### src/rtl/countdown_mmss_pkg.sv
// rtl/countdown_mmss_pkg.sv - shared state encoding, digit limits and time record for the mm:ss countdown
package countdown_mmss_pkg;

  typedef enum logic [1:0] {
    ST_IDLE   = 2'd0,
    ST_RUN    = 2'd1,
    ST_PAUSED = 2'd2,
    ST_DONE   = 2'd3
  } state_t;

  localparam logic [3:0] BCD_MAX      = 4'd9;
  localparam logic [3:0] SEC_TENS_MAX = 4'd5;

  typedef struct packed {
    logic [3:0] m1;
    logic [3:0] m0;
    logic [3:0] s1;
    logic [3:0] s0;
  } bcd_time_t;

endpackage

### src/rtl/countdown_mmss_bcd_digit_dec.sv
// rtl/countdown_mmss_bcd_digit_dec.sv - one BCD digit of the borrow chain
module bcd_digit_dec #(
  parameter logic [3:0] MAX_DIGIT = 4'd9
) (
  input  logic [3:0] digit,
  input  logic       borrow_in,
  output logic [3:0] next_digit,
  output logic       borrow_out
);

  always_comb begin
    next_digit = digit;
    borrow_out = 1'b0;
    if (borrow_in) begin
      if (digit == 4'd0) begin
        next_digit = MAX_DIGIT;
        borrow_out = 1'b1;
      end else begin
        next_digit = digit - 4'd1;
      end
    end
  end

endmodule

### src/rtl/countdown_mmss.sv
// rtl/countdown_mmss.sv - mm:ss BCD countdown timer with preset load, pause and optional auto reload
module countdown_mmss
  import countdown_mmss_pkg::*;
#(
  parameter int AUTO_RELOAD  = 0,
  parameter int MIN_TENS_MAX = 5
) (
  input  logic       clock,
  input  logic       reset,
  input  logic       tick,
  input  logic       load,
  input  logic       start,
  input  logic       pauza,
  input  logic [3:0] in_bcd1_m,
  input  logic [3:0] in_bcd0_m,
  input  logic [3:0] in_bcd1_s,
  input  logic [3:0] in_bcd0_s,
  output logic [3:0] bcd1_m,
  output logic [3:0] bcd0_m,
  output logic [3:0] bcd1_s,
  output logic [3:0] bcd0_s,
  output logic       running,
  output logic       done,
  output logic       load_err
);

  state_t    state;
  bcd_time_t value;
  bcd_time_t preset;
  bcd_time_t in_time;
  bcd_time_t dec;
  logic      b_s0, b_s1, b_m0, b_m1;
  logic      load_ok;
  logic      dec_zero;

  assign in_time = {in_bcd1_m, in_bcd0_m, in_bcd1_s, in_bcd0_s};

  assign load_ok = (in_bcd0_s <= BCD_MAX) && (in_bcd1_s <= SEC_TENS_MAX) &&
                   (in_bcd0_m <= BCD_MAX) && (in_bcd1_m <= 4'(MIN_TENS_MAX));

  // Seconds units always borrow; each stage passes its borrow up the chain.
  bcd_digit_dec #(.MAX_DIGIT(BCD_MAX)) u_s0 (
    .digit(value.s0), .borrow_in(1'b1), .next_digit(dec.s0), .borrow_out(b_s0)
  );
  bcd_digit_dec #(.MAX_DIGIT(SEC_TENS_MAX)) u_s1 (
    .digit(value.s1), .borrow_in(b_s0), .next_digit(dec.s1), .borrow_out(b_s1)
  );
  bcd_digit_dec #(.MAX_DIGIT(BCD_MAX)) u_m0 (
    .digit(value.m0), .borrow_in(b_s1), .next_digit(dec.m0), .borrow_out(b_m0)
  );
  bcd_digit_dec #(.MAX_DIGIT(4'(MIN_TENS_MAX))) u_m1 (
    .digit(value.m1), .borrow_in(b_m0), .next_digit(dec.m1), .borrow_out(b_m1)
  );

  assign dec_zero = (dec == '0);

  always_ff @(posedge clock) begin
    if (reset) begin
      state    <= ST_IDLE;
      value    <= '0;
      preset   <= '0;
      done     <= 1'b0;
      load_err <= 1'b0;
    end else begin
      done     <= 1'b0;
      load_err <= 1'b0;
      if (load) begin
        if (load_ok) begin
          value  <= in_time;
          preset <= in_time;
          state  <= ST_IDLE;
        end else begin
          load_err <= 1'b1;
        end
      end else begin
        case (state)
          ST_IDLE: begin
            if (!pauza && start && (value != '0))
              state <= ST_RUN;
          end
          ST_RUN: begin
            if (pauza) begin
              state <= ST_PAUSED;
            end else if (tick) begin
              // A full borrow out of the top digit means we sit at 00:00 after an auto-reload done.
              if (b_m1) begin
                value <= preset;
              end else begin
                value <= dec;
                if (dec_zero) begin
                  done <= 1'b1;
                  if (AUTO_RELOAD == 0)
                    state <= ST_DONE;
                end
              end
            end
          end
          ST_PAUSED: begin
            if (!pauza)
              state <= ST_RUN;
          end
          default: ;
        endcase
      end
    end
  end

  assign running = (state == ST_RUN);
  assign bcd1_m  = value.m1;
  assign bcd0_m  = value.m0;
  assign bcd1_s  = value.s1;
  assign bcd0_s  = value.s0;

endmodule

### config.mk
export PLATFORM = sky130hd
export DESIGN_NAME = countdown_mmss
export DESIGN_NICKNAME = d
export VERILOG_FILES = /design/src/rtl/countdown_mmss_pkg.sv /design/src/rtl/countdown_mmss_bcd_digit_dec.sv /design/src/rtl/countdown_mmss.sv
export SDC_FILE = /design/constraint.sdc
export NUM_CORES = 1
export LEC_CHECK = 0
export BUFFER_PORTS_ARGS = -buffer_cell sky130_fd_sc_hd__buf_2
export CORE_AREA = 2 2 62 64
export CTS_CLUSTER_DIAMETER = 100
export DETAILED_ROUTE_END_ITERATION = 8
export DIE_AREA = 0 0 64 66
export PLACE_DENSITY = 0.81
export SLEW_MARGIN = 10
export SYNTH_ARGS = -nofsm -noshare
export SYNTH_HDL_FRONTEND = slang
export SYNTH_SLANG_ARGS = --single-unit
export TNS_END_PERCENT = 5
### constraint.sdc
create_clock -name clock -period 5.3 [get_ports clock]
set_input_delay 0.53 -clock clock [delete_from_list [all_inputs] [get_ports clock]]
set_output_delay 0.53 -clock clock [all_outputs]
set_load 0.03 [all_outputs]
# --- After elaboration in Yosys (flattened, before gate mapping) ---
# Cells that the tools add are included.
word_totals:
  reg_bits: 36
  input_bits: 22
  output_inout_bits: 19
  word_cells: 83
op_classes:
  add_sub_neg: 4
  n_lt_le_gt_ge: 4
  n_eq_ne: 9
  mux: 31
  bitwise_logic: 3
  n_reduce_logical: 21
op_table:
  columns: ["op", "count"]
  rows:
  - ["$mux W16", 6]
  - ["$mux W4", 7]
  - ["$logic_not A16 Y1", 1]
  - ["$logic_not A4 Y1", 4]
  - ["$mux W2", 8]
  - ["$reduce_bool A16 Y1", 1]
  - ["$sub A4 B1 Y4 const B", 4]
  - ["$mux W1", 9]
  - ["$le A4 B3 Y1 const B", 2]
  - ["$le A4 B4 Y1 const B", 2]
  - ["$ne A4 B4 Y1 const B", 2]
  - ["$reduce_and A7 Y1", 1]
  - ["$ne A3 B3 Y1 const B", 2]
  - ["$pmux W2 S3", 1]
  - ["$reduce_or A6 Y1", 1]
  - ["$logic_and A1 B1 Y1", 5]
  - ["$ne A4 B3 Y1 const B", 1]
  - ["$reduce_and A4 Y1", 1]
  - ["$reduce_bool A2 Y1", 2]
  - ["$reduce_bool A4 Y1", 1]
  - ["$not A1 Y1", 3]
  - ["$eq A2 B1 Y1 const B", 1]
  - ["$eq A2 B2 Y1 const B", 1]
  - ["$logic_not A2 Y1", 1]
  - ["other kinds (5)", 5]

# --- Depth between registers and ports, before layout ---
logic_depth:
  ltp_word: 12
  depth_mapped: 8
  depth_no_buf: 5

# --- Hierarchy ---
# From an unflattened synthesis, not the netlist that was laid out.
hier_totals:
  cells_unflattened: 238
  hier_area_um2: 2088.3
modules_own_cells:
  columns: ["mod", "instances", "cells_per_inst", "area_each_um2", "seq_area_each_um2"]
  rows:
  - ["countdown_mmss", 1, 198, 1813.0, 720.7]
  - ["bcd_digit_dec at u_m0 ...", 2, 11, 78.8, 0.0]
  - ["bcd_digit_dec at u_m1 ...", 2, 9, 58.8, 0.0]

# --- Least setup slack after synthesis ---
# OpenSTA, ideal clock, no wires.
synth_path:
  path_kind: "input -> register"
  start: "input in_bcd1_s[2]"
  end: "register value, in the netlist bcd0_m[3]"
  setup_time_ns: 0.132
  arrival_ns: 1.844
  required_time_ns: 5.168
  slack_ns: 3.324
  path_stages: 8
  path_buffers: 3
  cell_sequence: "a211oi_1 -> nand4_1 -> buf_2 -> and2_1 -> clkbuf_1 -> buf_2 -> o21ai_0 -> a21oi_1"
synth_via:
  elab_chain_len: 6
synth_lines:
  columns: ["item", "line_no", "rtl"]
  rows:
  - ["from (decl)", "countdown_mmss.sv:16", "input logic [3:0] in_bcd1_s,"]
  - ["$le A4 B3 Y1", "countdown_mmss.sv:38", "assign load_ok = (in_bcd0_s <= BCD_MAX) && (in_bcd1_s <= SEC_TENS_MAX) &&"]
  - ["$logic_and A1 B1 Y1 (2 in a row)", "countdown_mmss.sv:38", null]
  - ["$logic_and A1 B1 Y1", "countdown_mmss.sv:39", "(in_bcd0_m <= BCD_MAX) && (in_bcd1_m <= 4'(MIN_TENS_MAX));"]
  - ["$ne A2 B1 Y1 (no source line)", null, null]
  - ["$reduce_and A4 Y1 (no source line)", null, null]
  - ["to (signal assigned)", "countdown_mmss.sv:69", "value <= in_time;"]
  - ["to (signal assigned)", "countdown_mmss.sv:87", "value <= preset;"]
  - ["to (decl)", "countdown_mmss.sv:28", "bcd_time_t value;"]
# No other way between the ends.
# A chain may end at the register's enable or synchronous reset.

# --- Final worst setup path ---
layout_path:
  start: "input in_bcd1_s[2]"
  end: "register value, in the netlist bcd0_m[1]"
# Same word-level chain as after synthesis.

==> qor.txt <==
=====================================================================================
Result of the run                                                        complete, no violations
Vias in the first global route                                                  1,646
Clock Sinks                                                                        36
Net Count, Synth                                                                  260
Setup repair bufs after CTS                                                         0
Register-to-Register Setup Slack                                              3220 ps
Number of warnings issued by yosys                                                  0
Number of distinct library cells after synthesis                                   52
Detailed-route DRC error count                                                      0
Min Tclk post-route                                                           2680 ps
Flip-flop and latch count after synthesis                                          36
Synthesized netlist cell count                                                    238
Hold buffer count at cts                                                            0
Global-route usage over all layers                                              25.3%
Final hold violations                                                               0
Critical-path cell list                                                  buf_2, a211oi_1, nand4_1, buf_4, and2_1, a311o_1, a21oi_1
Slew @ Worst Pin                                                               644 ps
Async S/R FF share, synth                                                          0%
Detail-routed via count per cell                                                 6.01
Average detailed-routed wire length per instance                              15.6 um
Critical path class                                                      primary input to flop
Layout cells sized above 1                                                      20.7%
Total Routed Length                                                           4950 um
First-pass DRT Iterations                                                           5
Number of flops mapped to enable cells by yosys                                     0
Initial Utilization                                                             55.5%
Half-perimeter wire length after detailed placement                           3550 um
Area of combinational cells with multiple inputs                           1100 sq um
Post-cts sizing count                                                               0
H-tree lvl count                                                                    2
Mapped Area                                                                1970 sq um
Maximum number of pins on one net before global-route repair                       35
Worst Hold Class                                                         primary input to flop
Ant. Diodes                                                                         0
Main synth FF type                                                            dfxtp_1
Share of the yosys chip area belonging to registers                             36.6%
Kind of end point of the critical path                                           flop
Clk_skew                                                                      11.2 ps
Final Net Count                                                                   292
Max VDD drop                                                                 0.154 mV
Highest achievable clock rate                                               0.373 GHz
Row count                                                                          22
Deepest clock path buffer count                                                     2
Final RePlAce weighted congestion                                               0.869
First-pass GRT wire length                                                    8250 um
CTS buffer count                                                                    5
Mean instance size in the synthesized netlist                              8.28 sq um
Antenna-violating nets left                                                         0
Number of maximum-capacitance violations                                            0
Unrepaired setup endpoints after global routing                                 false
Antenna violations before repair                                                    0
Leakage power of the design                                                  0.964 nW
Syn-to-layout area delta                                                        10.5%
Number of top-level pins                                                           41
Period utilization                                                              50.5%
Total overflow reported by the global router                                        0
Die Area                                                                   4220 sq um
Min Hold Slack                                                                 432 ps
Worst relative slew slack                                                       57.1%
Setup TNS Final                                                                  0 ps
Power density over the cells                                              245 nW/um^2
DR vias                                                                         1,910
Worst path max stage delay                                                     630 ps
Filler Cell Count                                                                 326
Insertion delay to the later sink of the worst-skew pair                       340 ps
Kind of launch point of the worst setup path                             primary input
Data required time of the critical path                                       5580 ps
# port buffers                                                                     40
Area taken by flip-flops and latches                                        721 sq um
Clock-pin slew of the registers on the worst-case setup and hold paths         100 ps
Die span in y                                                                   66 um
Number of DRC markers after the initial detailed-route iteration                  202
Chip width                                                                      64 um
Worst endpoint data arrival time                                              2960 ps
Setup violators final                                                               0
Worst-path fanout max                                                              17
Clock tree from TritonCTS                                                         yes
Core box area                                                              3550 sq um
Number of max-slew violations in the final report                                   0
Clock root buffer                                                            clkbuf_4
Slowest CP cell                                                               nand4_1
=====================================================================================
[per-stage QoR]
stage	total power, mW	cell area (sq um)	worst slack (ps)	cells	utilization, %
final	0.533	2180	2620	318	61.3
after global routing	0.561	2180	2370	318	61.3
after CTS	0.535	2180	2650	318	61.3
after detailed placement	0.400	2130	2280	311	60.0
after global placement	0.399	2130	2320	311	60.0
after floorplan	0.371	1970	3320	238	-
[sequential cells by signal, summed over array words and instances, names as in the netlist]
signal,cells
bcd0_m,4
bcd0_s,4
bcd1_m,4
bcd1_s,4
done,1
load_err,1
preset,16
state,2
[per-layer routing]
metal	global-route usage [%]	share of wire [%]	routed length, um	up-vias
met2	37.9	44	2200	85
met4	10.3	1.9	93	0
met3	5.62	8.1	401	12
li1	-	-	-	937
met1	35.1	46	2260	876
met5	0	0	0	-
[cells in the final DEF, fill, tap and decap left out, drive strengths merged, types with 2 or more instances in the layout]
cell type | Yosys | final
a311oi | 3 | 3
o41ai | 3 | 3
o211ai | 2 | 2
a311o | 2 | 2
and3 | 3 | 3
buf | 8 | 41
nand2b | 3 | 3
inv | 10 | 10
nand2 | 16 | 16
dfxtp | 36 | 36
nor4 | 5 | 5
nand3 | 11 | 11
mux2i | 14 | 14
o21ai | 14 | 14
nand4 | 4 | 4
nor3 | 8 | 8
a31oi | 2 | 2
or3 | 3 | 3
a21boi | 2 | 2
a211oi | 6 | 6
xor2 | 2 | 2
nor2 | 32 | 32
and2 | 3 | 3
nand3b | 2 | 2
o311ai | 2 | 2
a21oi | 17 | 17
clkbuf | 8 | 6
[report_power, final]
part	internal, mW	switching (mW)	total, mW
registers	0.276	0.00841	0.285
logic	0.0397	0.0720	0.112
clock network	0.0488	0.0874	0.136
[cells in the mapped netlist (all sizes together) (2+ instances only)]
cell | number | area [sq um]
and2 | 3 | 20.0
clkbuf | 8 | 60.1
o21ai | 14 | 70.1
nand2 | 16 | 60.1
nand3 | 11 | 55.1
or3 | 3 | 18.8
nand4 | 4 | 25.0
xor2 | 2 | 17.5
inv | 10 | 37.5
nor2 | 32 | 123
a211oi | 6 | 45.0
nor4 | 5 | 46.3
dfxtp | 36 | 721
o41ai | 3 | 26.3
nand3b | 2 | 15.0
nand2b | 3 | 18.8
o311ai | 2 | 17.5
and3 | 3 | 18.8
a311o | 2 | 20.0
buf | 8 | 47.5
mux2i | 14 | 140
nor3 | 8 | 45.0
a21boi | 2 | 15.0
o211ai | 2 | 15.0
a311oi | 3 | 26.3
a31oi | 2 | 12.5
a21oi | 17 | 85.1
[critical path: cells and delay by family]
kind            cells  cell delay [ps]
compound gates      3              920
buf+inv             2              520
simple gates        2              980
[path summary, 6_finish.rpt]
check / from / endpoint / depth (start not counted)
worst min-delay path: in_bcd0_s[0] / preset[0] / 3
worst max register to register: bcd1_m[0] / bcd1_m[0] / 5
worst min register to register: preset[11] / preset[11] / 2
worst max-delay path: in_bcd1_s[2] / bcd0_m[1] / 7
[cell families (layout without fill, tap and decap cells)]
family,count (synthesis),count (layout),synth area share (%)
buffers and inverters,26,58,7.37
xor gates and xnor gates,3,3,1.33
muxes,15,15,7.68
AOI/OAI and AO/OA,64,64,22.0
and+or+nand+nor,94,94,25.0
DFF,36,36,36.6
[layout make-up]
class | instances | share of cell area (%)
flip-flops and latches | 36 | 33.1
inverters | 10 | 1.72
well taps | 48 | 2.76
clock inverters | 1 | 0.230
repair buffers | 41 | 9.54
multi-input cells | 176 | 50.7
clock buffers | 6 | 1.90
Note: power is estimated with default switching activity, not from simulation.
